==> config.mk <==
export PLATFORM = sky130hd
export DESIGN_NAME = sar_conversion_sequencer
export DESIGN_NICKNAME = d
export VERILOG_FILES = /design/src/rtl/sar_conversion_sequencer.sv
export SDC_FILE = /design/constraint.sdc
export NUM_CORES = 1
export LEC_CHECK = 0
export ABC_AREA = 1
export CAP_MARGIN = 15
export CORE_MARGIN = 2
export CORE_UTILIZATION = 45
export CTS_BUF_LIST = sky130_fd_sc_hd__clkbuf_4
export CTS_CLUSTER_DIAMETER = 120
export DETAILED_ROUTE_END_ITERATION = 6
export PLACE_DENSITY = 0.69
export SLEW_MARGIN = 20
export SYNTH_ARGS = -nofsm -noshare
export SYNTH_HDL_FRONTEND = slang
export SYNTH_SLANG_ARGS = --single-unit
==> constraint.sdc <==
create_clock -name clk -period 1.6 [get_ports clk]
set_input_delay 0.32 -clock clk [delete_from_list [all_inputs] [get_ports clk]]
set_output_delay 0.32 -clock clk [all_outputs]
set_load 0.05 [all_outputs]
==> src/rtl/sar_conversion_sequencer.sv <==
// sar_conversion_sequencer: MSB-first successive-approximation sequencer for the R2R and PWM DAC paths.
module sar_conversion_sequencer #(
  parameter int WIDTH             = 8,
  parameter int R2R_SETTLE_CYCLES = 8,
  parameter int PWM_SETTLE_CYCLES = 4096
) (
  input  logic             clk,
  input  logic             reset_n,
  input  logic             enable_r2r_successive,
  input  logic             enable_pwm_successive,
  input  logic             comparator_r2r,
  input  logic             comparator_pwm,
  output logic [WIDTH-1:0] dac_code,
  output logic             r2r_active,
  output logic             pwm_active,
  output logic             busy,
  output logic [WIDTH-1:0] result,
  output logic             result_valid
);
  localparam int CW = $clog2(R2R_SETTLE_CYCLES > PWM_SETTLE_CYCLES ? R2R_SETTLE_CYCLES : PWM_SETTLE_CYCLES);
  localparam int IW = $clog2(WIDTH);
  localparam logic [CW-1:0] R2R_LOAD = CW'(R2R_SETTLE_CYCLES - 1);
  localparam logic [CW-1:0] PWM_LOAD = CW'(PWM_SETTLE_CYCLES - 1);
  typedef enum logic [1:0] {IDLE, SETTLE, DECIDE, DONE} state_t;
  state_t           r_state, w_state_nxt;
  logic [1:0]       r_sync_r2r, r_sync_pwm;
  logic             r_mode_r2r, w_mode_nxt;
  logic [CW-1:0]    r_cnt, w_cnt_nxt;
  logic [IW-1:0]    r_idx, w_idx_nxt;
  logic [WIDTH-1:0] w_dac_nxt, w_result_nxt;
  logic             w_valid_nxt, w_abort, w_cmp;
  assign busy       = r_state != IDLE;
  assign r2r_active = busy & r_mode_r2r;
  assign pwm_active = busy & ~r_mode_r2r;
  assign w_cmp      = r_mode_r2r ? r_sync_r2r[1] : r_sync_pwm[1];
  // Losing the own enable, or R2R pre-empting a PWM conversion, abandons the conversion.
  assign w_abort    = busy && (r_mode_r2r ? !enable_r2r_successive
                                          : (!enable_pwm_successive || enable_r2r_successive));
  always_comb begin
    w_state_nxt  = r_state;
    w_mode_nxt   = r_mode_r2r;
    w_cnt_nxt    = r_cnt;
    w_idx_nxt    = r_idx;
    w_dac_nxt    = dac_code;
    w_result_nxt = result;
    w_valid_nxt  = 1'b0;
    if (w_abort) begin
      w_state_nxt = IDLE;
      w_dac_nxt   = '0;
    end else begin
      case (r_state)
        IDLE: if (enable_r2r_successive || enable_pwm_successive) begin
          w_mode_nxt  = enable_r2r_successive;
          w_state_nxt = SETTLE;
          w_dac_nxt   = WIDTH'(1) << (WIDTH - 1);
          w_idx_nxt   = IW'(WIDTH - 1);
          w_cnt_nxt   = enable_r2r_successive ? R2R_LOAD : PWM_LOAD;
        end
        SETTLE: if (r_cnt == '0) w_state_nxt = DECIDE;
                else w_cnt_nxt = r_cnt - 1'b1;
        DECIDE: begin
          if (!w_cmp) w_dac_nxt[r_idx] = 1'b0;
          if (r_idx != '0) begin
            w_dac_nxt[r_idx - 1'b1] = 1'b1;
            w_idx_nxt   = r_idx - 1'b1;
            w_cnt_nxt   = r_mode_r2r ? R2R_LOAD : PWM_LOAD;
            w_state_nxt = SETTLE;
          end else w_state_nxt = DONE;
        end
        DONE: begin
          w_result_nxt = dac_code;
          w_valid_nxt  = 1'b1;
          w_state_nxt  = IDLE;
        end
        default: w_state_nxt = IDLE;
      endcase
    end
  end
  always_ff @(posedge clk or negedge reset_n)
    if (!reset_n) begin
      r_state      <= IDLE;
      r_sync_r2r   <= '0;
      r_sync_pwm   <= '0;
      r_mode_r2r   <= 1'b0;
      r_cnt        <= '0;
      r_idx        <= '0;
      dac_code     <= '0;
      result       <= '0;
      result_valid <= 1'b0;
    end else begin
      r_state      <= w_state_nxt;
      r_sync_r2r   <= {r_sync_r2r[0], comparator_r2r};
      r_sync_pwm   <= {r_sync_pwm[0], comparator_pwm};
      r_mode_r2r   <= w_mode_nxt;
      r_cnt        <= w_cnt_nxt;
      r_idx        <= w_idx_nxt;
      dac_code     <= w_dac_nxt;
      result       <= w_result_nxt;
      result_valid <= w_valid_nxt;
    end
endmodule

# ---- Yosys cells after proc, flatten, opt, wreduce, memory -nomap -nowiden
# Cells that the tools add are included.
dict set report totals {
  in_bits 6
  reg_bits 39
  elab_cells 79
  output_inout_bits 20
}
dict set report classes {
  n_mux 29
  n_reduce_logical 20
  magnitude_cmp 4
  addsub 2
  bitwise_logic 7
  eq_ne 8
}
# operator n
set ops {}
lappend ops {{$mux 12} 5}
lappend ops {{$mux 8} 6}
lappend ops {{$pmux 12 s3} 1}
lappend ops {{$pmux 8 s2} 1}
lappend ops {{$logic_not 12->1} 1}
lappend ops {{$sub 12x1->12 const B} 1}
lappend ops {{$reduce_bool 3->1} 3}
lappend ops {{$and 8x8->8} 1}
lappend ops {{$lt 3x4->1 const B} 2}
lappend ops {{$mux 2} 4}
lappend ops {{$not 8->8} 1}
lappend ops {{$or 8x8->8} 1}
lappend ops {{$pmux 2 s4} 1}
lappend ops {{$demux 1 s3} 2}
lappend ops {{$ge 3x1->1 const B} 2}
lappend ops {{$mux 1} 6}
lappend ops {{$mux 3} 2}
lappend ops {{$ne 2x2->1 const B} 3}
lappend ops {{$ne 3x3->1 const B} 2}
lappend ops {{$pmux 3 s2} 1}
lappend ops {{$reduce_and 2->1} 3}
lappend ops {{$reduce_and 5->1} 1}
lappend ops {{$eq 2x2->1 const B} 2}
lappend ops {{$reduce_and 4->1} 1}
lappend ops {{10 further kinds} 17}

# ---- Depth between registers and ports, before layout
# Gate-level depths: netlist of run 1.
dict set report logic_depth {
  word_depth 13
  mapped_depth 12
  mapped_depth_nobuf 11
}

# ---- Worst setup path before layout of run 1
# OpenSTA, ideal clock, no wires.
dict set report synth_path {
  path_type {reg-to-reg}
  start {register r_state[0]}
  end {register r_cnt[8]}
  path_buffers 1
  t_arrival_ps 1745
  stages_incl_launch_ff 12
  synth_period_minus_slack_ps 1876
  t_required_ps 1469
  setup_time_ps 131
  setup_slack_ps -276
  cell_sequence {dfrtp_1 inv_1 ha_1 inv_1 nand3_4 nand2_4 nor2_4 nand2_4 inv_4 buf_12 nor2_2 a21oi_1}
}
dict set report synth_via {
  elab_chain_len 4
  elab_cells_between_ends 12
  cone_classes {eq/ne (5); mux (1); bitwise (1); reduce/logical (5)}
}
# element line
set synth_rtl {}
lappend synth_rtl {{start: declaration} 25} ;# state_t r_state, w_state_nxt;
lappend synth_rtl {{start signal: assignment} 91} ;# r_state <= w_state_nxt;
lappend synth_rtl {{$reduce_bool 2->1} 32} ;# assign busy = r_state != IDLE;
lappend synth_rtl {{net busy} 16} ;# output logic busy,
lappend synth_rtl {{$logic_and 1x1->1} 37} ;# assign w_abort = busy && (r_mode_r2r ? !enable_r2r_successive
lappend synth_rtl {{$not 1->1 (no source line)} --}
lappend synth_rtl {{$reduce_and 5->1 (no source line)} --}
lappend synth_rtl {{end signal: assignment} 95} ;# r_cnt <= w_cnt_nxt;
lappend synth_rtl {{end: declaration} 28} ;# logic [CW-1:0] r_cnt, w_cnt_nxt;
# The timed path passes the listed nets, and every way through them passes these cells.
# A chain may end at the register's enable or synchronous reset.

# ---- Worst setup path in the final report of run 1
dict set report layout_path {
  start {register r_state[1]}
  end {register r_cnt[7]}
}
dict set report layout_via {
  elab_chain_len 4
  elab_cells_between_ends 12
  cone_classes {eq/ne (5); mux (1); bitwise (1); reduce/logical (5)}
}
# element
set layout_rtl {}
lappend layout_rtl {{parallel branches: the longest is 4 deep, another holds $reduce_and 5->1}}
# Parallel ways; which one is timed is not known.

==> results.ini, run 1 <==
[floorplanning]
die_h_um=74.2
rows=25
die_w_um=74.2
initial_core_util=0.469
num_io_pins=26
core_mm2=0.00472
die_area_mm2=0.00550

[power_and_ir_drop]
peakVddDrop_mv=1.39
total_leakage_power_uw=0.00149
powerDensity_mw_per_mm2=1910

[timing]
fin_skew_ns=0.0170
slew_headroom=0.736
fin_crit_ns=1.70
rsz0062_at_grt=yes
setup_viol=21
fin_ws_ns=-0.104
setup_tns_ns=-1.08
fmax_mhz=587
hold_viol_final=0
post-route-period-util=1.06
max_slew.worst_pin.slew_ns=0.395
finalMaxSlewViolations=0

[final_layout]
final_cells=427
final_area_mm2=0.00308
insertedDiodeCount=0
layout_common_cells=nand2_1 (70), buf_4 (42), dfrtp_1 (38), inv_1 (34), nor2_1 (32)
nFillCells=402
syn2layout_area_growth_pct=39.2
multi_input_area_mm2=0.00122
drive_above_1_share=0.328
seq_area_um2=977
nets=372
mostFrequentLayoutCell=nand2_1

[synthesis]
yosysSeqAreaShare=0.440
synthesis.nets=307
synth_area_mm2=0.00222
yosysWarnings=0
netlist_instances=294
synth_edf_count=0
synth_ff_type=dfrtp_1
async_flop_share=1.00
synth.distinct_cells=29
syn_avg_cell_area_um2=7.54
synth_seq_cells=39

[hold_path]
holdPathStages=0
hold_start=r_sync_pwm[0]
min_path_type=reg -> reg
whs_endpoint=r_sync_pwm[1]

[setup_path]
reg2reg_setup_slack_ns=-0.10
cp.arrival_ns=1.95
cpPeakStageDelay_ns=0.42
required_ns=1.85
crit_family=simple AND/OR/NAND/NOR gates
crit_chain=inv_2 > ha_4 > clkinvlp_4 > buf_4 > nand3_4 > nand2_4 > nor2_4 > nand2_4 > nor2_4 > a21oi_1
critPathKind=reg -> reg
worstRegToRegCells=10
end_kind=register
r2r-start=r_state[1]
r2r_end=r_cnt[7]
crit_fanout=5
crit_buf_inv=3
cp_slowest_cell=dfrtp_1
startpoint_type=register

[global_route]
grt.busiest_layer=met2
grt_pass1_vias=1995
antenna_found_initial=0
grt_pass1_wl_um=8670
gr-usage-met2=0.341
overflow=0
grtUsageMet3=0.0420
grtUsageMet1=0.257
gr-usage-all-layers=0.202
grt_max_degree=40

[cts]
ctsRootBufferMaster=clkbuf_4
cts_tree=yes
cts.sinks=39
clkTransAtPathRegs_ns=0.12
clk_path_buf_depth=2
clock_latency_ns=0.36
cts_buffers=5
htreeDepth=2

[status]
outcome=complete, but fails checks
violations=negative setup slack

[placement]
placed_cells=405
placed_area_mm2=0.00274
gp_congestion=0.831
io_buffers=25
dpl.hpwl_um=3590

[detailed_routing]
firstDrtPassIters=4
ant_nets=0
vias_per_cell=4.94
routed_wl_um=5410
wl_per_cell_um=12.7
drt-initial-drc-count=95
vias=2108
drc=0

[job]
max_cap_violations=0

==> power by group <==
group          internal [µW]  switching [µW]  leakage [µW]
Combinational           1590            2290      0.000980
Clock                    161             332     0.0000263
Sequential              1280             251      0.000483
Total                   3030            2870       0.00149
==> kinds of logic after synthesis <==
family | Yosys count | share of synthesized area
adder cells (fa/ha/maj) | 7 | 0.0395
buffers and inverters | 47 | 0.0898
AO/OA/AOI/OAI | 52 | 0.128
flip-flops | 39 | 0.440
AND/OR/NAND/NOR | 147 | 0.295
XOR/XNOR | 2 | 0.00791
==> through the flow <==
step | hold WS [ns] | setup slack [ns] | util | power [µW]
finish | 0.367 | -0.104 | 0.653 | 5900
global placement | 0.305 | -0.191 | 0.579 | 4570
detailed placement | 0.306 | -0.244 | 0.579 | 4620
CTS | 0.369 | -0.0974 | 0.610 | 5350
global route | 0.373 | -0.202 | 0.653 | 6350
floorplan | 0.0244 | -0.138 | - | 3630
==> routing by layer <==
layer / wire length, µm / part of all wire
met5: 0 / 0
met4: 70 / 0.013
met3: 271 / 0.050
met2: 2660 / 0.49
met1: 2420 / 0.45
==> area by class of cell <==
class                   instances  share of cell area
inverters                      42              0.0556
clock buffers                   5              0.0122
multi-input cells             209               0.395
repair buffers                 62               0.188
clock inverters                 3             0.00487
well taps                      67              0.0272
flip-flops and latches         39               0.317
==> worst max-delay path by stage <==
stage / startpoint / end / slack, ns / cells past startpoint
finish: r_state[1] / r_cnt[7] / -0.10 / 10
global route: r_state[1] / r_cnt[7] / -0.20 / 10
floorplan: r_state[0] / r_cnt[7] / -0.14 / 11
CTS: r_state[1] / busy / -0.1 / 5
global placement: enable_r2r_successive / r_cnt[3] / -0.19 / 9
detailed placement: enable_r2r_successive / r_cnt[11] / -0.24 / 9
==> cell usage after synthesis (3+ instances only) <==
cell / instances / area share
nor2_2: 7 / 0.020
a21oi_1: 16 / 0.036
dfrtp_1: 39 / 0.44
inv_1: 39 / 0.066
nand2_1: 74 / 0.13
nor2_1: 38 / 0.064
o21ai_1: 3 / 0.0068
o22ai_1: 5 / 0.014
nand3_2: 3 / 0.014
ha_1: 7 / 0.040
buf_2: 3 / 0.0068
nand3_1: 17 / 0.038
o21ai_0: 22 / 0.050
==> state kept, by name, indices dropped and copies added, names as in the netlist <==
| name | cells |
|---|---|
| dac_code | 8 |
| r_sync_pwm | 2 |
| result | 8 |
| r_idx | 3 |
| r_mode_r2r | 1 |
| r_cnt | 12 |
| r_state | 2 |
| result_valid | 1 |
| r_sync_r2r | 2 |
==> timing repair <==
action	4_1_cts	5_1_grt
pin swaps	8	14
gates resized for setup	12	49
hold buffers	1	0
hold endpoints to repair	39	0
gates cloned	1	1
setup buffers	7	4
endpoints found under the setup margin	4	37
(Power assumes the default switching activity.)
==> run 2, diff against run 1 <==
--- a/config.mk
+++ b/config.mk
@@ -10,7 +10,7 @@
 export CORE_MARGIN = 2
 export CORE_UTILIZATION = 45
 export CTS_BUF_LIST = sky130_fd_sc_hd__clkbuf_4
-export CTS_CLUSTER_DIAMETER = 120
+export CTS_CLUSTER_DIAMETER = 100
 export DETAILED_ROUTE_END_ITERATION = 6
 export PLACE_DENSITY = 0.69
 export SLEW_MARGIN = 20
==> results of run 2 <==
Same layout as run 1: the final DEF is identical, and so are final timing and power.
==> run 3, diff against run 2 <==
--- a/config.mk
+++ b/config.mk
@@ -7,12 +7,12 @@
 export LEC_CHECK = 0
 export ABC_AREA = 1
 export CAP_MARGIN = 15
-export CORE_MARGIN = 2
+export CORE_MARGIN = 4
 export CORE_UTILIZATION = 45
 export CTS_BUF_LIST = sky130_fd_sc_hd__clkbuf_4
 export CTS_CLUSTER_DIAMETER = 100
 export DETAILED_ROUTE_END_ITERATION = 6
-export PLACE_DENSITY = 0.69
+export PLACE_DENSITY_LB_ADDON = 0.15
 export SLEW_MARGIN = 20
 export SYNTH_ARGS = -nofsm -noshare
 export SYNTH_HDL_FRONTEND = slang
==> constraint.sdc (replaced) <==
create_clock -name clk -period 2.1 [get_ports clk]
set_input_delay 0.42 -clock clk [delete_from_list [all_inputs] [get_ports clk]]
set_output_delay 0.42 -clock clk [all_outputs]
set_load 0.05 [all_outputs]
==> results.ini, run 3 (synthesis results as in run 1) <==
[setup_path]
crit_fanout=3  ; -2
cpPeakStageDelay_ns=0.82  ; +0.40 ns
startpoint_type=register
critPathKind=reg -> out
cp.arrival_ns=1.59  ; -0.36 ns
crit_family=buffers and inverters
crit_buf_inv=1  ; -2
crit_chain=clkdlybuf4s50_1
end_kind=output pin
cp_slowest_cell=clkdlybuf4s50_1
required_ns=1.68  ; -0.17 ns

[global_route]
gr-usage-all-layers=0.167  ; -0.0355
grt_pass1_wl_um=8220  ; -5.2%
antenna_found_initial=0  ; unchanged
grt_pass1_vias=1842  ; -7.7%
overflow=0  ; unchanged
grt_max_degree=22  ; -45%

[timing]
fin_skew_ns=0.0142  ; -0.00280 ns
fmax_mhz=498
max_slew.worst_pin.slew_ns=0.508  ; +0.114 ns
finalMaxSlewViolations=0  ; unchanged
setup_viol=0  ; -100%
slew_headroom=0.660  ; -0.0759
setup_tns_ns=0  ; +1.08 ns
rsz0062_at_grt=no
post-route-period-util=0.957
fin_crit_ns=2.01
hold_viol_final=0  ; unchanged

[cts]
cts.sinks=39  ; unchanged
clk_path_buf_depth=2  ; unchanged
clock_latency_ns=0.34  ; -0.02 ns
ctsRootBufferMaster=clkbuf_4
cts_buffers=5  ; unchanged
htreeDepth=2  ; unchanged
cts_tree=yes
cts_resized=0  ; -12
clkTransAtPathRegs_ns=0.13  ; about the same
post-cts-setup-buffers=0  ; -7
holdBufCountCts=0  ; -1

[final_layout]
nFillCells=469  ; +17%
multi_input_area_mm2=0.00104  ; -15%
largest_reg_flops=12  ; unchanged
mostFrequentLayoutCell=nand2_1
seq_area_um2=976  ; -0.13%
layout_common_cells=nand2_1 (74), inv_1 (39), dfrtp_1 (39), nor2_1 (38), o21ai_0 (22)
nets=340  ; -8.6%
insertedDiodeCount=0  ; unchanged
syn2layout_area_growth_pct=19.6
top_register=r_cnt
drive_above_1_share=0.113  ; -0.215
largest_registers=r_cnt: 12 flops, dac_code: 8 flops, result: 8 flops
final_area_mm2=0.00265  ; -14%

[power_and_ir_drop]
powerDensity_mw_per_mm2=1390  ; -28%
total_leakage_power_uw=0.00128  ; -14%
peakVddDrop_mv=0.687  ; -51%
finalPower_uw=3680  ; -38%

[detailed_routing]
wl_per_cell_um=12.0  ; -5.3%
vias=1933  ; -8.3%
ant_nets=0  ; unchanged
vias_per_cell=4.89  ; -0.87%
firstDrtPassIters=4  ; unchanged
drc=0  ; unchanged
routed_wl_um=4740  ; -12%
drt-initial-drc-count=137  ; +44%

[job]
max_cap_violations=0  ; unchanged

[placement]
dpl.hpwl_um=3630  ; +1.2%
placed_area_mm2=0.00259  ; -5.2%
io_buffers=25  ; unchanged
gp_congestion=0.947  ; +14%

[status]
outcome=complete, no violations

[floorplanning]
die_area_mm2=0.00611  ; +11%
num_io_pins=26  ; unchanged
rows=25  ; unchanged
core_mm2=0.00475  ; +0.66%
initial_core_util=0.466  ; -0.00309
die_h_um=78.2  ; +5.4%
die_w_um=78.2  ; +5.4%

[hold_path]
min_path_type=in -> async

-- run 3: changes by cell type in the layout (fill, tap and decap cells not counted), moves of 5 or more --
cell / delta
a21oi_2: -6
o21ai_0: +10
inv_1: +5
buf_6: -8
a21oi_1: +7
clkdlybuf4s50_1: +17
o21ai_1: -9
buf_4: -37
nor2_4: -5
nor2_1: +6
-- run 3: per-layer routing --
layer,routed length (µm),up-vias,part of all wire,track usage
met3,144,6,0.030,0.0298
met2,2220,35,0.47,0.275
met5,0,-,0,0
met1,2320,895,0.49,0.224
met4,55,0,0.012,0.0524
li1,-,997,-,-
-- run 3: layout make-up --
type,count,area share
well taps,67,0.0316
multi-input cells,208,0.393
clock inverters,3,0.00755
repair buffers,31,0.126
clock buffers,5,0.0142
flip-flops and latches,39,0.368
inverters,42,0.0604
-- run 3: final timing paths --
path | startpoint | end | slack [ns] | depth (start not counted)
max reg2reg | r_state[1] | r_cnt[9] | 0.27 | 10
max | dac_code[2] | dac_code[2] | 0.09 | 1
min | reset_n | r_cnt[10] | 0.01 | 1
min in group clk | r_sync_r2r[0] | r_sync_r2r[1] | 0.37 | 0
min reg2reg | r_sync_r2r[0] | r_sync_r2r[1] | 0.37 | 0
max in group asynchronous | reset_n | result[1] | 1.61 | 2
-- run 3: report_power, final --
| group | total [µW] | switching, µW | internal (µW) |
|---|---|---|---|
| Combinational | 2120 | 1360 | 759 |
| Sequential | 1170 | 198 | 973 |
| Clock | 386 | 258 | 128 |
-- run 3: metrics by stage --
step                      cells  hold WS [ns]  worst slack [ns]  utilization
after floorplan             294         0.124             0.224            -
after global placement      387         0.334             0.182        0.546
after detailed placement    387         0.342             0.104        0.546
after CTS                   395        0.0215            0.0793        0.558
after global routing        395        0.0189            0.0193        0.558
final                       395        0.0140            0.0909        0.558
